## src/rtl/mem_arbiter_if.sv

```systemverilog
// Bus bundle between the two requesters (CPU = m0, DMA = m1), the arbiter and
// the memory-side steering logic. The slave view belongs to the arbiter and the
// master view to everything around it.
interface mem_arbiter_if;
    // requester 0 (CPU)
    logic        m0_stb;
    logic        m0_we;
    logic [1:0]  m0_sel;
    logic [21:1] m0_adr;
    logic [15:0] m0_out;
    logic        m0_ack;
    logic [15:0] m0_dat;
    // requester 1 (DMA)
    logic        m1_stb;
    logic        m1_we;
    logic [1:0]  m1_sel;
    logic [21:1] m1_adr;
    logic [15:0] m1_out;
    logic        m1_ack;
    logic [15:0] m1_dat;
    // memory side
    logic        mem_stb;
    logic        mem_we;
    logic [1:0]  mem_sel;
    logic [21:1] mem_adr;
    logic [15:0] mem_out;
    logic        mem_ack;
    logic [15:0] mem_dat;
    logic        mem_ready;
    // status
    logic [1:0]  gnt;
    logic        err;

    modport slave (
        input  m0_stb, m0_we, m0_sel, m0_adr, m0_out,
        input  m1_stb, m1_we, m1_sel, m1_adr, m1_out,
        input  mem_ack, mem_dat, mem_ready,
        output m0_ack, m0_dat, m1_ack, m1_dat,
        output mem_stb, mem_we, mem_sel, mem_adr, mem_out,
        output gnt, err
    );

    modport master (
        output m0_stb, m0_we, m0_sel, m0_adr, m0_out,
        output m1_stb, m1_we, m1_sel, m1_adr, m1_out,
        output mem_ack, mem_dat, mem_ready,
        input  m0_ack, m0_dat, m1_ack, m1_dat,
        input  mem_stb, mem_we, mem_sel, mem_adr, mem_out,
        input  gnt, err
    );
endinterface

```

## src/rtl/mem_arbiter.sv

```systemverilog
// Two-requester memory arbiter. One transaction at a time: grant in IDLE,
// hold the request in BUSY until mem_ack or timeout, pulse the owner's ack in
// DONE, then wait in REL for the owner to drop its strobe so a single strobe
// is never served twice.
module mem_arbiter #(
    parameter int unsigned TIMEOUT = 255,   // 2..65535 unacknowledged cycles
    parameter bit          RR_EN   = 1'b1   // 1 = round robin, 0 = m0 always wins ties
) (
    input  logic         clk_p,
    input  logic         rst_n,
    mem_arbiter_if.slave bus
);
    typedef enum logic [1:0] {
        S_IDLE = 2'd0,
        S_BUSY = 2'd1,
        S_DONE = 2'd2,
        S_REL  = 2'd3
    } state_t;

    localparam logic [15:0] TMO_LAST = 16'(TIMEOUT - 1);

    state_t      r_state;
    state_t      w_state_next;
    logic [15:0] r_tmo_cnt;
    logic        r_last;        // 1 = m1 served last, 0 = m0 served last
    logic [1:0]  r_gnt;
    logic        r_we;
    logic [1:0]  r_sel;
    logic [21:1] r_adr;
    logic [15:0] r_out;
    logic        r_err;

    // requester signals gathered into arrays indexed by requester number
    logic [1:0]       w_stb;
    logic [1:0]       w_we;
    logic [1:0]       w_sel [2];
    logic [21:1]      w_adr [2];
    logic [15:0]      w_out [2];
    logic [1:0][15:0] w_dat;
    logic [1:0]       w_ack;
    logic             w_mem_stb;

    logic w_win;
    logic w_owner_stb;
    logic w_expire;
    logic w_grant;
    logic w_finish;
    logic w_release;

    assign w_stb    = {bus.m1_stb, bus.m0_stb};
    assign w_we     = {bus.m1_we, bus.m0_we};
    assign w_sel[0] = bus.m0_sel;
    assign w_sel[1] = bus.m1_sel;
    assign w_adr[0] = bus.m0_adr;
    assign w_adr[1] = bus.m1_adr;
    assign w_out[0] = bus.m0_out;
    assign w_out[1] = bus.m1_out;

    // winner selection: a lone request wins; a tie goes to the requester not served last (or m0)
    always_comb begin
        w_win = 1'b0;
        if (w_stb == 2'b11)
            w_win = RR_EN ? ~r_last : 1'b0;
        else
            w_win = w_stb[1];
    end

    assign w_owner_stb = w_stb[r_gnt[1]];
    assign w_expire    = (r_tmo_cnt == TMO_LAST);
    assign w_grant     = (r_state == S_IDLE) && bus.mem_ready && (|w_stb);
    assign w_finish    = (r_state == S_BUSY) && (bus.mem_ack || w_expire);
    assign w_release   = (r_state == S_REL) && !w_owner_stb;

    // state register
    always_ff @(posedge clk_p or negedge rst_n) begin
        if (!rst_n)
            r_state <= S_IDLE;
        else
            r_state <= w_state_next;
    end

    // next-state logic
    always_comb begin
        w_state_next = r_state;
        case (r_state)
            S_IDLE: if (w_grant)   w_state_next = S_BUSY;
            S_BUSY: if (w_finish)  w_state_next = S_DONE;
            S_DONE:                w_state_next = S_REL;
            S_REL:  if (w_release) w_state_next = S_IDLE;
            default:               w_state_next = S_IDLE;
        endcase
    end

    // output decode: strobe while BUSY, owner's ack during the single DONE cycle
    always_comb begin
        w_mem_stb = 1'b0;
        w_ack     = 2'b00;
        case (r_state)
            S_BUSY:  w_mem_stb = 1'b1;
            S_DONE:  w_ack     = r_gnt;
            default: ;
        endcase
    end

    // timeout counter runs from 0 only while BUSY
    always_ff @(posedge clk_p or negedge rst_n) begin
        if (!rst_n)
            r_tmo_cnt <= '0;
        else if (r_state == S_BUSY)
            r_tmo_cnt <= r_tmo_cnt + 16'd1;
        else
            r_tmo_cnt <= '0;
    end

    // latch the winner's request and ownership on the grant edge; drop ownership on release
    always_ff @(posedge clk_p or negedge rst_n) begin
        if (!rst_n) begin
            r_gnt  <= 2'b00;
            r_last <= 1'b1;
            r_we   <= 1'b0;
            r_sel  <= 2'b00;
            r_adr  <= '0;
            r_out  <= '0;
        end else if (w_grant) begin
            r_gnt  <= w_win ? 2'b10 : 2'b01;
            r_last <= w_win;
            r_we   <= w_we[w_win];
            r_sel  <= w_we[w_win] ? w_sel[w_win] : 2'b11;
            r_adr  <= w_adr[w_win];
            r_out  <= w_out[w_win];
        end else if (w_release) begin
            r_gnt  <= 2'b00;
        end
    end

    // error flag is high only for the DONE cycle that follows an expiry without ack
    always_ff @(posedge clk_p or negedge rst_n) begin
        if (!rst_n)
            r_err <= 1'b0;
        else
            r_err <= (r_state == S_BUSY) && w_expire && !bus.mem_ack;
    end

    // per-requester read-data registers, updated only when that requester's transaction ends
    genvar gi;
    generate
        for (gi = 0; gi < 2; gi++) begin : g_req
            logic [15:0] r_dat;

            // capture memory data on a read ack, zero on write ack or timeout
            always_ff @(posedge clk_p or negedge rst_n) begin
                if (!rst_n)
                    r_dat <= '0;
                else if (w_finish && r_gnt[gi])
                    r_dat <= (bus.mem_ack && !r_we) ? bus.mem_dat : 16'h0000;
            end

            assign w_dat[gi] = r_dat;
        end
    endgenerate

    assign bus.mem_stb = w_mem_stb;
    assign bus.mem_we  = r_we;
    assign bus.mem_sel = r_sel;
    assign bus.mem_adr = r_adr;
    assign bus.mem_out = r_out;
    assign bus.m0_ack  = w_ack[0];
    assign bus.m1_ack  = w_ack[1];
    assign bus.m0_dat  = w_dat[0];
    assign bus.m1_dat  = w_dat[1];
    assign bus.gnt     = r_gnt;
    assign bus.err     = r_err;
endmodule

```

## src/flat_wrapper.sv

```systemverilog
// flat-port wrapper written by rule: the top's interface ports become plain ports
module mem_arbiter_flat 
#(
    parameter int unsigned TIMEOUT = 255,                                    
    parameter bit          RR_EN   = 1'b1                                              
)
  (clk_p, rst_n, bus_m0_stb, bus_m0_we, bus_m0_sel, bus_m0_adr, bus_m0_out, bus_m1_stb, bus_m1_we, bus_m1_sel, bus_m1_adr, bus_m1_out, bus_mem_ack, bus_mem_dat, bus_mem_ready, bus_m0_ack, bus_m0_dat, bus_m1_ack, bus_m1_dat, bus_mem_stb, bus_mem_we, bus_mem_sel, bus_mem_adr, bus_mem_out, bus_gnt, bus_err);
  mem_arbiter_if bus_i ();
  input  logic clk_p;
  input  logic rst_n;
  input wire logic [$bits(bus_i.m0_stb)-1:0] bus_m0_stb;
  input wire logic [$bits(bus_i.m0_we)-1:0] bus_m0_we;
  input wire logic [$bits(bus_i.m0_sel)-1:0] bus_m0_sel;
  input wire logic [$bits(bus_i.m0_adr)-1:0] bus_m0_adr;
  input wire logic [$bits(bus_i.m0_out)-1:0] bus_m0_out;
  input wire logic [$bits(bus_i.m1_stb)-1:0] bus_m1_stb;
  input wire logic [$bits(bus_i.m1_we)-1:0] bus_m1_we;
  input wire logic [$bits(bus_i.m1_sel)-1:0] bus_m1_sel;
  input wire logic [$bits(bus_i.m1_adr)-1:0] bus_m1_adr;
  input wire logic [$bits(bus_i.m1_out)-1:0] bus_m1_out;
  input wire logic [$bits(bus_i.mem_ack)-1:0] bus_mem_ack;
  input wire logic [$bits(bus_i.mem_dat)-1:0] bus_mem_dat;
  input wire logic [$bits(bus_i.mem_ready)-1:0] bus_mem_ready;
  output wire logic [$bits(bus_i.m0_ack)-1:0] bus_m0_ack;
  output wire logic [$bits(bus_i.m0_dat)-1:0] bus_m0_dat;
  output wire logic [$bits(bus_i.m1_ack)-1:0] bus_m1_ack;
  output wire logic [$bits(bus_i.m1_dat)-1:0] bus_m1_dat;
  output wire logic [$bits(bus_i.mem_stb)-1:0] bus_mem_stb;
  output wire logic [$bits(bus_i.mem_we)-1:0] bus_mem_we;
  output wire logic [$bits(bus_i.mem_sel)-1:0] bus_mem_sel;
  output wire logic [$bits(bus_i.mem_adr)-1:0] bus_mem_adr;
  output wire logic [$bits(bus_i.mem_out)-1:0] bus_mem_out;
  output wire logic [$bits(bus_i.gnt)-1:0] bus_gnt;
  output wire logic [$bits(bus_i.err)-1:0] bus_err;
  assign bus_i.m0_stb = bus_m0_stb;
  assign bus_i.m0_we = bus_m0_we;
  assign bus_i.m0_sel = bus_m0_sel;
  assign bus_i.m0_adr = bus_m0_adr;
  assign bus_i.m0_out = bus_m0_out;
  assign bus_i.m1_stb = bus_m1_stb;
  assign bus_i.m1_we = bus_m1_we;
  assign bus_i.m1_sel = bus_m1_sel;
  assign bus_i.m1_adr = bus_m1_adr;
  assign bus_i.m1_out = bus_m1_out;
  assign bus_i.mem_ack = bus_mem_ack;
  assign bus_i.mem_dat = bus_mem_dat;
  assign bus_i.mem_ready = bus_mem_ready;
  assign bus_m0_ack = bus_i.m0_ack;
  assign bus_m0_dat = bus_i.m0_dat;
  assign bus_m1_ack = bus_i.m1_ack;
  assign bus_m1_dat = bus_i.m1_dat;
  assign bus_mem_stb = bus_i.mem_stb;
  assign bus_mem_we = bus_i.mem_we;
  assign bus_mem_sel = bus_i.mem_sel;
  assign bus_mem_adr = bus_i.mem_adr;
  assign bus_mem_out = bus_i.mem_out;
  assign bus_gnt = bus_i.gnt;
  assign bus_err = bus_i.err;
  mem_arbiter #(.TIMEOUT(TIMEOUT), .RR_EN(RR_EN)) u_core (.clk_p(clk_p), .rst_n(rst_n), .bus(bus_i));
endmodule
```

## config.mk

```make
export PLATFORM = sky130hd
export DESIGN_NAME = mem_arbiter_flat
export DESIGN_NICKNAME = d
export VERILOG_FILES = /design/src/rtl/mem_arbiter_if.sv /design/src/rtl/mem_arbiter.sv /design/src/flat_wrapper.sv
export SDC_FILE = /design/constraint.sdc
export NUM_CORES = 1
export LEC_CHECK = 0
export CORE_MARGIN = 2
export CORE_UTILIZATION = 45
export DETAILED_ROUTE_END_ITERATION = 6
export PLACE_DENSITY = 0.86
export SYNTH_ARGS = -nofsm -noshare
export SYNTH_HDL_FRONTEND = slang
export SYNTH_SLANG_ARGS = --single-unit
export TNS_END_PERCENT = 100
```

## constraint.sdc

```tcl
create_clock -name clk_p -period 5.03 [get_ports clk_p]
set_input_delay 1.006 -clock clk_p [delete_from_list [all_inputs] [get_ports clk_p]]
set_output_delay 1.006 -clock clk_p [all_outputs]
set_load 0.01 [all_outputs]
```

# Word level (Yosys, flattened, before mapping)
# Cells that the tools add are included.
# totals
regBits	94
latch_bits	0
mem_bits_rw	0
rom_bits	0
inputBits	102
wordCells	67
mem_count	0
# classes
addsub	1
mul	0
div	0
n_lt_le_gt_ge	3
n_eq_ne	8
shifts	0
n_mux	25
bitwise_logic	2
n_reduce_logical	17
# ops
cell	n
$mux 16	5
$mux 21	3
$mux 2	10
$add 16x1->16 const B	1
$eq 16x8->1 const B	1
$logic_and 1x1->1	9
$pmux 2 s4	1
$eq 2x2->1 const B	3
$mux 1	6
$ne 2x1->1 const B	3
$lt 1x2->1 const B	2
$logic_not 1->1	3
$reduce_and 3->1	1
$eq 2x1->1 const B	1
$ge 2x2->1 const B	1
$logic_not 2->1	1
$not 1->2	1
$reduce_bool 2->1	1
$reduce_or 2->1	1
$logic_or 1x1->1	1
$not 1->1	1

# Longest topological paths before layout
# Gate-level depths: netlist (run 1).
# depth
depth_word	7
ltp_mapped	8
mapped_depth_nobuf	6

# Worst setup path before layout (run 1)
# Ideal clock, no wire load.
# synth_timing
kind	in2reg
from	in bus_m1_stb
to	reg u_core.r_adr (netlist bit u_core.bus.mem_adr[1])
setup_time_ns	0.127
arrival_ns	2.116
slack_ns	2.787
path_stages	6
n_path_buf	2
path_cell_list	o211ai_1 > nor2_1 > buf_2 > buf_1 > a222oi_1 > inv_1
# synth_via
elab_chain_len	6
elab_cells_between_ends	8
classes_between	1 x eq/ne; 4 x mux; 1 x bitwise; 2 x reduce/logical
# synth_lines
item	line_no	text
start: declaration	flat_wrapper.sv:16	input wire logic [$bits(bus_i.m1_stb)-1:0] bus_m1_stb;
$eq 2x2->1	mem_arbiter.sv:62	if (w_stb == 2'b11)
$mux 1	mem_arbiter.sv:62	
$not 1->2 (not written as such)	mem_arbiter.sv:129	r_adr <= w_adr[w_win];
$mux 21 (not written as such) (3 in a row)	mem_arbiter.sv:129	
end signal: assignment	mem_arbiter.sv:129	
end: declaration	mem_arbiter.sv:29	logic [21:1] r_adr;
# Several ways; a longest one is shown, not always the timed one. The select of a mux whose other input is x is not followed.
# A chain may end at the register's enable or synchronous reset.

# Final worst setup path (run 1)
# layout_timing
from	reg u_core.r_state[1]
to	out bus_mem_stb
# layout_via
elab_chain_len	2
# layout_lines
item	line_no	text
start: declaration	mem_arbiter.sv:22	state_t r_state;
start signal: assignment	mem_arbiter.sv:79	r_state <= w_state_next;
$eq 2x1->1	mem_arbiter.sv:98	case (r_state)
$mux 1	mem_arbiter.sv:98	
end: declaration	flat_wrapper.sv:28	output wire logic [$bits(bus_i.mem_stb)-1:0] bus_mem_stb;
# No other way between the ends.

==> results of run 1 <==
==> placed cells by master, fill, tap and decap left out, types with 2 or more instances in the layout <==
| cell type | instances |
|---|---|
| sky130_fd_sc_hd__a21boi_0 | 5 |
| sky130_fd_sc_hd__a21o_1 | 4 |
| sky130_fd_sc_hd__a21oi_1 | 2 |
| sky130_fd_sc_hd__a222oi_1 | 37 |
| sky130_fd_sc_hd__a22o_1 | 24 |
| sky130_fd_sc_hd__a22o_2 | 6 |
| sky130_fd_sc_hd__and2_1 | 12 |
| sky130_fd_sc_hd__and4_1 | 2 |
| sky130_fd_sc_hd__buf_4 | 6 |
| sky130_fd_sc_hd__clkbuf_8 | 9 |
| sky130_fd_sc_hd__clkdlybuf4s50_1 | 178 |
| sky130_fd_sc_hd__clkinv_4 | 2 |
| sky130_fd_sc_hd__clkinvlp_4 | 2 |
| sky130_fd_sc_hd__dfrtp_1 | 93 |
| sky130_fd_sc_hd__ha_1 | 7 |
| sky130_fd_sc_hd__inv_1 | 41 |
| sky130_fd_sc_hd__mux2i_1 | 4 |
| sky130_fd_sc_hd__nand2_1 | 7 |
| sky130_fd_sc_hd__nand2b_1 | 3 |
| sky130_fd_sc_hd__nand3_1 | 6 |
| sky130_fd_sc_hd__nand3b_1 | 2 |
| sky130_fd_sc_hd__nand4_1 | 2 |
| sky130_fd_sc_hd__nor2_1 | 4 |
| sky130_fd_sc_hd__nor2b_1 | 4 |
| sky130_fd_sc_hd__o21ai_0 | 4 |
| sky130_fd_sc_hd__o21bai_2 | 2 |
| sky130_fd_sc_hd__o2bb2ai_1 | 2 |
| sky130_fd_sc_hd__or3_1 | 3 |
| sky130_fd_sc_hd__xnor2_1 | 8 |
| sky130_fd_sc_hd__xor2_1 | 2 |
==> metal layers <==
| metal | track usage (%) | vias to the layer above | routed length, um |
|---|---|---|---|
| met5 | 0 | - | 0 |
| met4 | 8.54 | 0 | 284 |
| met3 | 6.17 | 23 | 835 |
| met2 | 40.7 | 174 | 5890 |
| met1 | 27.1 | 1738 | 4180 |
| li1 | - | 1563 | - |
==> Yosys cell counts (3+ instances only) <==
| master | n | area (um2) |
|---|---|---|
| sky130_fd_sc_hd__dfrtp_1 | 93 | 2330 |
| sky130_fd_sc_hd__inv_1 | 41 | 154 |
| sky130_fd_sc_hd__a222oi_1 | 37 | 370 |
| sky130_fd_sc_hd__a22o_1 | 24 | 210 |
| sky130_fd_sc_hd__and2_1 | 12 | 75.1 |
| sky130_fd_sc_hd__clkbuf_1 | 11 | 41.3 |
| sky130_fd_sc_hd__xnor2_1 | 8 | 70.1 |
| sky130_fd_sc_hd__ha_1 | 7 | 87.6 |
| sky130_fd_sc_hd__nand2_1 | 7 | 26.3 |
| sky130_fd_sc_hd__a22o_2 | 6 | 60.1 |
| sky130_fd_sc_hd__nand3_1 | 6 | 30.0 |
| sky130_fd_sc_hd__a21boi_0 | 5 | 37.5 |
| sky130_fd_sc_hd__nor2_1 | 5 | 18.8 |
| sky130_fd_sc_hd__nor2b_1 | 5 | 31.3 |
| sky130_fd_sc_hd__a21o_1 | 4 | 30.0 |
| sky130_fd_sc_hd__buf_2 | 4 | 20.0 |
| sky130_fd_sc_hd__mux2i_1 | 4 | 40.0 |
| sky130_fd_sc_hd__o21ai_0 | 4 | 20.0 |
| sky130_fd_sc_hd__nand2b_1 | 3 | 18.8 |
| sky130_fd_sc_hd__or3_1 | 3 | 18.8 |
==> cell families after synthesis <==
family	after synthesis	share of synthesized area, %
compound gates	91	20.4
xor+xnor	10	2.18
fa+ha+maj	7	2.18
buf+inv	60	6.20
flops	94	58.6
mux	5	1.28
simple gates	58	9.25
==> flip-flops by register name (all words and copies together), names as in the netlist <==
signal and cells:
u_core.bus.mem_we 1, u_core.bus.gnt 2, u_core.bus.err 1, u_core.bus.m0_dat 16
u_core.bus.mem_out 16, u_core.bus.mem_sel 2, u_core.r_last 1, u_core.r_tmo_cnt 16
u_core.r_state 2, u_core.bus.mem_adr 21, u_core.bus.m1_dat 16
==> per-stage QoR <==
stage	hold slack [ns]	cells	power, mW	setup slack [ns]	util [%]
after floorplan	0.463	325	1.84	2.79	-
after global placement	0.474	598	2.60	2.07	67.9
after detailed placement	0.483	598	2.66	1.91	67.9
after CTS	0.513	614	3.14	1.92	70.1
after global routing	0.532	614	3.30	1.80	70.1
final	0.512	614	3.12	1.92	70.1
==> critical path: stages (launching register included) <==
cell and delay (ns):
sky130_fd_sc_hd__dfrtp_1 0.42, sky130_fd_sc_hd__inv_1 0.11, sky130_fd_sc_hd__ha_1 0.53, sky130_fd_sc_hd__clkdlybuf4s50_1 0.67
==> report_power, final <==
part           leakage (nW)  internal [mW]  switching (mW)
logic                  1.47          0.840           0.564
registers              1.20           1.05           0.187
clock network        0.0907          0.190           0.291
==> worst paths after layout <==
path	startpoint	end	slack, ns	cells past startpoint
setup reg to reg	u_core.r_state[1]$_DFFE_PN0P_	u_core.bus.m0_dat[2]$_DFFE_PN0P_	2.61	5
hold reg to reg	u_core.bus.m0_dat[15]$_DFFE_PN0P_	u_core.bus.m0_dat[15]$_DFFE_PN0P_	0.51	1
min in group asynchronous	rst_n	u_core.bus.mem_out[1]$_DFFE_PN0P_	0.68	1
setup / recovery	u_core.r_state[1]$_DFFE_PN0P_	bus_mem_stb	1.92	3
hold / removal	u_core.bus.m0_dat[15]$_DFFE_PN0P_	u_core.bus.m0_dat[15]$_DFFE_PN0P_	0.51	1
max in group asynchronous	rst_n	u_core.bus.err$_DFF_PN0_	3.40	2
==> area by class of cell <==
class	instances	area, um2	share of cell area [%]
inverter	41	154	2.53
tap	108	135	2.22
multi-input combinational	171	1420	23.4
timing repair buffer	184	1830	30.0
clock inverter	7	68.8	1.13
sequential	94	2350	38.7
clock buffer	9	124	2.04
==> out/results.md, run 1 <==
| Group | Result | This run |
|---|---|---|
| timing | Number of max-slew violations in the final report | 0 |
| timing | Slew of the pin with the lowest slew margin | 1.06 ns |
| clocking | Count of hold buffers inserted by post-cts repair | 0 |
| worst setup path | Top fanout value on the critical path | 21 |
| pwr | Leak pwr | 2.77 nW |
| global routing | Maximum number of pins on one net before global-route repair | 61 |
| floorplanning | Chip width | 98.5 um |
| synthesis | Synthesized cell area | 4020 um2 |
| floorplanning | I/O pins | 180 |
| layout | Antenna diode count | 0 |
| synthesis | Per-instance average area after synthesis | 12.4 um2 |
| synthesis | Fraction of synthesis flops using an asynchronous set or reset pin | 100% |
| clocking | Reg clk slew, reported paths | 0.10 ns |
| job | Max-cap violation count | 0 |
| worst setup path | Worst Setup Path Type | flop to output port |
| worst setup path | Sort of element at the start of the critical path | flop |
| drt | DRC viols | 0 |
| placed design | Port Buffer Count | 179 |
| clocking | Clock tree from TritonCTS | yes |
| synthesis | Count of flip-flops with a built-in enable after synthesis | 0 |
| clocking | Number of gates given a new drive strength after cts | 0 |
| global routing | Remaining global-route overflow | 0 |
| outcome | Run status | complete, no violations |
| timing | Final setup fails | 0 |
| floorplanning | Standard cell core area | 8680 um2 |
| placed design | Detail Placement HPWL | 8310 um |
| drt | Total number of vias | 3498 |
| placed design | Final weighted congestion of routability-driven global placement | 0.780 |
| timing | Worst clock skew | 0.0132 ns |
| layout | Share of post-route cells with drive strength above 1 | 8.10% |
| synthesis | Sequential-to-total area share from yosys stat | 58.6% |
| clocking | Maximum root-to-sink buffer count | 2 |
| clocking | Root cell of the clock tree | sky130_fd_sc_hd__clkbuf_8 |
| global routing | First-pass GRT wire length | 17900 um |
| pwr | Pwr Density | 513 nW/um2 |
| worst setup path | Crit. End Element | output port |
| worst hold path | Tightest Hold Check Type | flop to flop |
| clocking | Clock buffers created by TritonCTS | 9 |
| worst setup path | Critical path data required time | 4.02 ns |
| drt | Routed length per instance | 18.2 um |
| global routing | Global-route total usage across every layer | 23.1% |
| placed design | Post-placement cell area | 5890 um2 |
| drt | DRC marker count from the first detailed-route iteration | 208 |
| synthesis | Synth warn | 0 |
| drt | Count of antenna-violating nets left after detailed routing | 0 |
| synthesis | Number of synthesized register bits | 94 |
| clocking | Clock latency on the worst-skew pair | 0.37 ns |
| layout | Final-stage net count | 610 |
| timing | Final Hold Viols | 0 |
| global routing | Number of antenna violations at the first check in global routing | 0 |
| pwr | Maximum vdd drop | 0.263 mV |
| timing | Worst slew slack as a fraction of its limit | 28.8% |
| floorplanning | FP Rows | 34 |
| drt | Number of iterations in the first detailed-routing pass | 6 |
| floorplanning | Floorplan die height | 98.5 um |
| synthesis | Post-synthesis cell type count | 48 |
| synthesis | Syn nets | 434 |
| floorplanning | Effective utilization at floorplan | 46.3% |
| synthesis | Gate Count Post-Synth | 325 |
| floorplanning | Die outline area | 9700 um2 |
| synthesis | Most used flip-flop cell after synthesis | sky130_fd_sc_hd__dfrtp_1 |
| timing | Top achievable clock speed | 0.322 GHz |
| layout | Area Growth Syn to Fin | 51.4% |
| layout | Layout filler cell count | 618 |
| clocking | # clock sinks | 94 |
| clocking | H-Tree Depth | 3 |
| drt | Routed WL | 11200 um |
| timing | Time the worst path needs with I/O delays and setup | 3.11 ns |
| layout | Total non-filler cell area in the finished layout | 6080 um2 |
| clocking | Setup repair bufs after CTS | 0 |
| drt | Via density per instance | 5.70 |
| worst setup path | Endpoint arrival time on the critical path | 2.10 ns |
| timing | Setup TNS | 0 ns |
| timing | Post-route clock period utilization | 61.8% |
| timing | RSZ-0062 raised after global routing | false |
| global routing | Via count of the first global-routing pass | 3692 |
Note: power is estimated with default switching activity, not from simulation.
==> run 2, diff against run 1 <==
--- a/config.mk
+++ b/config.mk
@@ -6,9 +6,9 @@
 export NUM_CORES = 1
 export LEC_CHECK = 0
 export CORE_MARGIN = 2
-export CORE_UTILIZATION = 45
+export CORE_UTILIZATION = 38
 export DETAILED_ROUTE_END_ITERATION = 6
-export PLACE_DENSITY = 0.86
+export PLACE_DENSITY = 0.77
 export SYNTH_ARGS = -nofsm -noshare
 export SYNTH_HDL_FRONTEND = slang
 export SYNTH_SLANG_ARGS = --single-unit
==> constraint.sdc (replaced) <==
create_clock -name clk_p -period 2.67 [get_ports clk_p]
set_input_delay 0.534 -clock clk_p [delete_from_list [all_inputs] [get_ports clk_p]]
set_output_delay 0.534 -clock clk_p [all_outputs]
set_load 0.01 [all_outputs]
==> out/results.md, run 2 (same netlist as run 1, synthesis figures left out) <==
| Group | Result | This run | Delta |
|---|---|---|---|
| outcome | Run status | complete, no violations |  |
| layout | Leading cell types in the layout, fill and taps excluded | sky130_fd_sc_hd__clkdlybuf4s50_1, sky130_fd_sc_hd__dfrtp_1, sky130_fd_sc_hd__inv_1 |  |
| worst setup path | Crit. End Element | output port |  |
| pwr | Switching part of the total power | 32.5% | -0.89 points |
| drt | Total number of vias | 3391 | -3.1% |
| clocking | Number of gates given a new drive strength after cts | 0 | unchanged |
| timing | Final Hold Viols | 0 | unchanged |
| layout | Total non-filler cell area in the finished layout | 6180 um2 | +1.6% |
| layout | Area Growth Syn to Fin | 53.7% |  |
| pwr | Power share of the combinational group | 45.0% | about the same |
| drt | Via density per instance | 5.22 | -8.3% |
| pwr | Portion of total power attributed to sequential cells | 39.6% | about the same |
| clocking | Clock tree from TritonCTS | yes |  |
| pwr | Clock power frac | 15.4% | about the same |
| worst setup path | Slowest cell on the critical path | sky130_fd_sc_hd__clkdlybuf4s50_1 |  |
| global routing | Via count of the first global-routing pass | 3508 | -5.0% |
| placed design | Post-placement cell area | 5990 um2 | +1.7% |
| worst setup path | Top fanout value on the critical path | 12 | -43% |
| drt | DRC viols | 0 | unchanged |
| worst setup path | Capture instance of the worst register-to-register path | u_core.bus.m1_dat[10]$_DFFE_PN0P_ |  |
| pwr | Pwr Density | 950 nW/um2 | +85% |
| global routing | Number of antenna violations at the first check in global routing | 0 | unchanged |
| clocking | Count of hold buffers inserted by post-cts repair | 0 | unchanged |
| clocking | Setup repair bufs after CTS | 0 | unchanged |
| layout | Final core area utilization | 60.1% | -10 points |
| layout | Most common library cell in the layout ignoring fill and taps | sky130_fd_sc_hd__clkdlybuf4s50_1 |  |
| floorplanning | Standard cell core area | 10300 um2 | +18% |
| timing | Top achievable clock speed | 0.418 GHz |  |
| worst setup path | Sort of element at the start of the critical path | flop |  |
| placed design | Final weighted congestion of routability-driven global placement | 0.823 | +5.6% |
| global routing | Remaining global-route overflow | 0 | unchanged |
| timing | Time the worst path needs with I/O delays and setup | 2.39 ns |  |
| floorplanning | I/O pins | 180 | unchanged |
| worst setup path | Ordered cell list for the critical path | inv_1 > ha_1 > clkdlybuf4s50_1 |  |
| layout | Final-stage net count | 617 | +1.1% |
| floorplanning | Floorplan die height | 107 um | +8.5% |
| global routing | Global-route total usage across every layer | 19.5% | -3.6 points |
| drt | Routed length per instance | 16.8 um | -8.1% |
| worst setup path | Worst Setup Path Type | flop to output port |  |
| job | Max-cap violation count | 0 | unchanged |
| timing | RSZ-0062 raised after global routing | false |  |
| timing | Final setup fails | 0 | unchanged |
| pwr | Internal power component | 3.96 mW | +90% |
| clocking | Clock buffers created by TritonCTS | 9 | unchanged |
| drt | Routed WL | 10900 um | -2.8% |
| drt | Count of antenna-violating nets left after detailed routing | 0 | unchanged |
| clocking | H-Tree Depth | 3 | unchanged |
| worst setup path | Setup slack of the most critical reg-to-reg path | 0.52 ns | -2.09 ns |
| clocking | Maximum root-to-sink buffer count | 2 | unchanged |
| pwr | Psw | 1.91 mW | +83% |
| placed design | # placed instances | 633 | +5.9% |
| timing | Worst slew slack as a fraction of its limit | 34.7% | +5.9 points |
| clocking | Clock latency on the worst-skew pair | 0.35 ns | -0.02 ns |
| worst setup path | Maximum single-stage delay on the critical path | 0.63 ns | -0.04 ns |
| placed design | Detail Placement HPWL | 8050 um | -3.1% |
| global routing | First-pass GRT wire length | 17700 um | -1.3% |
| layout | Share of post-route cells with drive strength above 1 | 9.36% | +1.3 points |
| placed design | Port Buffer Count | 179 | unchanged |
| pwr | Leak pwr | 2.81 nW | +1.6% |
| timing | Slew of the pin with the lowest slew margin | 0.976 ns | -0.0882 ns |
| clocking | # clock sinks | 94 | unchanged |
| clocking | Reg clk slew, reported paths | 0.09 ns | about the same |
| global routing | Maximum number of pins on one net before global-route repair | 57 | -6.6% |
| worst hold path | Tightest Hold Check Type | input pin to asynchronous set/reset pin |  |
| timing | Post-route clock period utilization | 89.6% |  |
| clocking | Root cell of the clock tree | sky130_fd_sc_hd__clkbuf_8 |  |
| worst setup path | Critical path data required time | 2.14 ns | -1.88 ns |
| timing | Worst clock skew | 0.0162 ns | +0.00304 ns |
| layout | Number of cells in the finished layout apart from fillers | 649 | +5.7% |
| worst setup path | Endpoint arrival time on the critical path | 1.86 ns | -0.24 ns |
| timing | Setup TNS | 0 ns | unchanged |
| drt | DRC marker count from the first detailed-route iteration | 223 | +7.2% |
| worst setup path | Count of buffer and inverter cells on the critical path | 2 | unchanged |
| worst setup path | Path depth of the worst reg2reg path | 5 | unchanged |
| worst setup path | FF-to-FF Start | u_core.r_state[1]$_DFFE_PN0P_ |  |
| floorplanning | Die outline area | 11400 um2 | +18% |
| worst setup path | Family with the most delay on the worst path | buffers and inverters |  |
| timing | Number of max-slew violations in the final report | 0 | unchanged |
| layout | Flip-flop count of the largest register, all copies and words added | 21 | unchanged |
| floorplanning | Chip width | 107 um | +8.5% |
| floorplanning | FP Rows | 37 | +8.8% |
| floorplanning | Effective utilization at floorplan | 39.1% | -7.2 points |
| drt | Number of iterations in the first detailed-routing pass | 6 | unchanged |
| layout | Antenna diode count | 0 | unchanged |
| pwr | Maximum vdd drop | 0.482 mV | +83% |
[run 2: cell types whose count changed in the layout (fill, tap and decap cells not counted)]
| cell | delta |
|---|---|
| sky130_fd_sc_hd__buf_4 | +6 |
| sky130_fd_sc_hd__clkinv_4 | -2 |
| sky130_fd_sc_hd__inv_6 | +2 |
| sky130_fd_sc_hd__buf_12 | +1 |
| sky130_fd_sc_hd__clkbuf_8 | +1 |
| sky130_fd_sc_hd__clkinv_2 | +1 |
| sky130_fd_sc_hd__clkinv_8 | -1 |
| sky130_fd_sc_hd__clkinvlp_4 | -1 |
[run 2: layout make-up]
class / instances / area [um2]
sequential: 94 / 2350
inverter: 41 / 154
tap: 136 / 170
fill: 864 / 4100
timing repair buffer: 191 / 1890
clock buffer: 10 / 138
clock inverter: 6 / 50.0
multi-input combinational: 171 / 1420
[run 2: per-layer routing]
layer	wire length (um)	track usage, %	vias up
met4	131	5.10	0
met5	0	0	-
li1	-	-	1581
met2	5560	33.8	144
met1	4400	23.9	1656
met3	788	5.23	10
[run 2: power by group through the flow]
| stage | clock [mW] | combinational (mW) | sequential (mW) |
|---|---|---|---|
| after detailed placement | 0 | 2.67 | 2.35 |
| after CTS | 0.943 | 2.68 | 2.33 |
| final | 0.906 | 2.64 | 2.32 |
| after floorplan | 0 | 0.937 | 2.54 |
| after global routing | 0.998 | 2.87 | 2.39 |
| after global placement | 0 | 2.60 | 2.33 |
[run 2: worst max-delay path by stage]
stage	cells past startpoint	end	slack [ns]	from
global route	3	bus_mem_stb	0.15	u_core.r_state[1]$_DFFE_PN0P_
CTS	3	bus_mem_stb	0.22	u_core.r_state[1]$_DFFE_PN0P_
global placement	7	u_core.bus.mem_adr[12]$_DFFE_PN0P_	0.42	bus_m1_stb
floorplan	5	u_core.bus.m0_dat[10]$_DFFE_PN0P_	0.88	u_core.r_tmo_cnt[8]$_DFF_PN0_
detailed placement	7	u_core.bus.mem_adr[16]$_DFFE_PN0P_	0.36	bus_m1_stb
finish	3	bus_mem_stb	0.28	u_core.r_state[1]$_DFFE_PN0P_
[run 2: metrics by stage]
stage          hold slack, ns  setup WS, ns  power, mW
2_1_floorplan           0.238         0.885       3.47
3_3_place_gp            0.477         0.416       4.93
3_5_place_dp            0.482         0.356       5.02
4_1_cts                 0.145         0.224       5.95
5_1_grt                 0.165         0.147       6.26
6_report                0.153         0.278       5.87
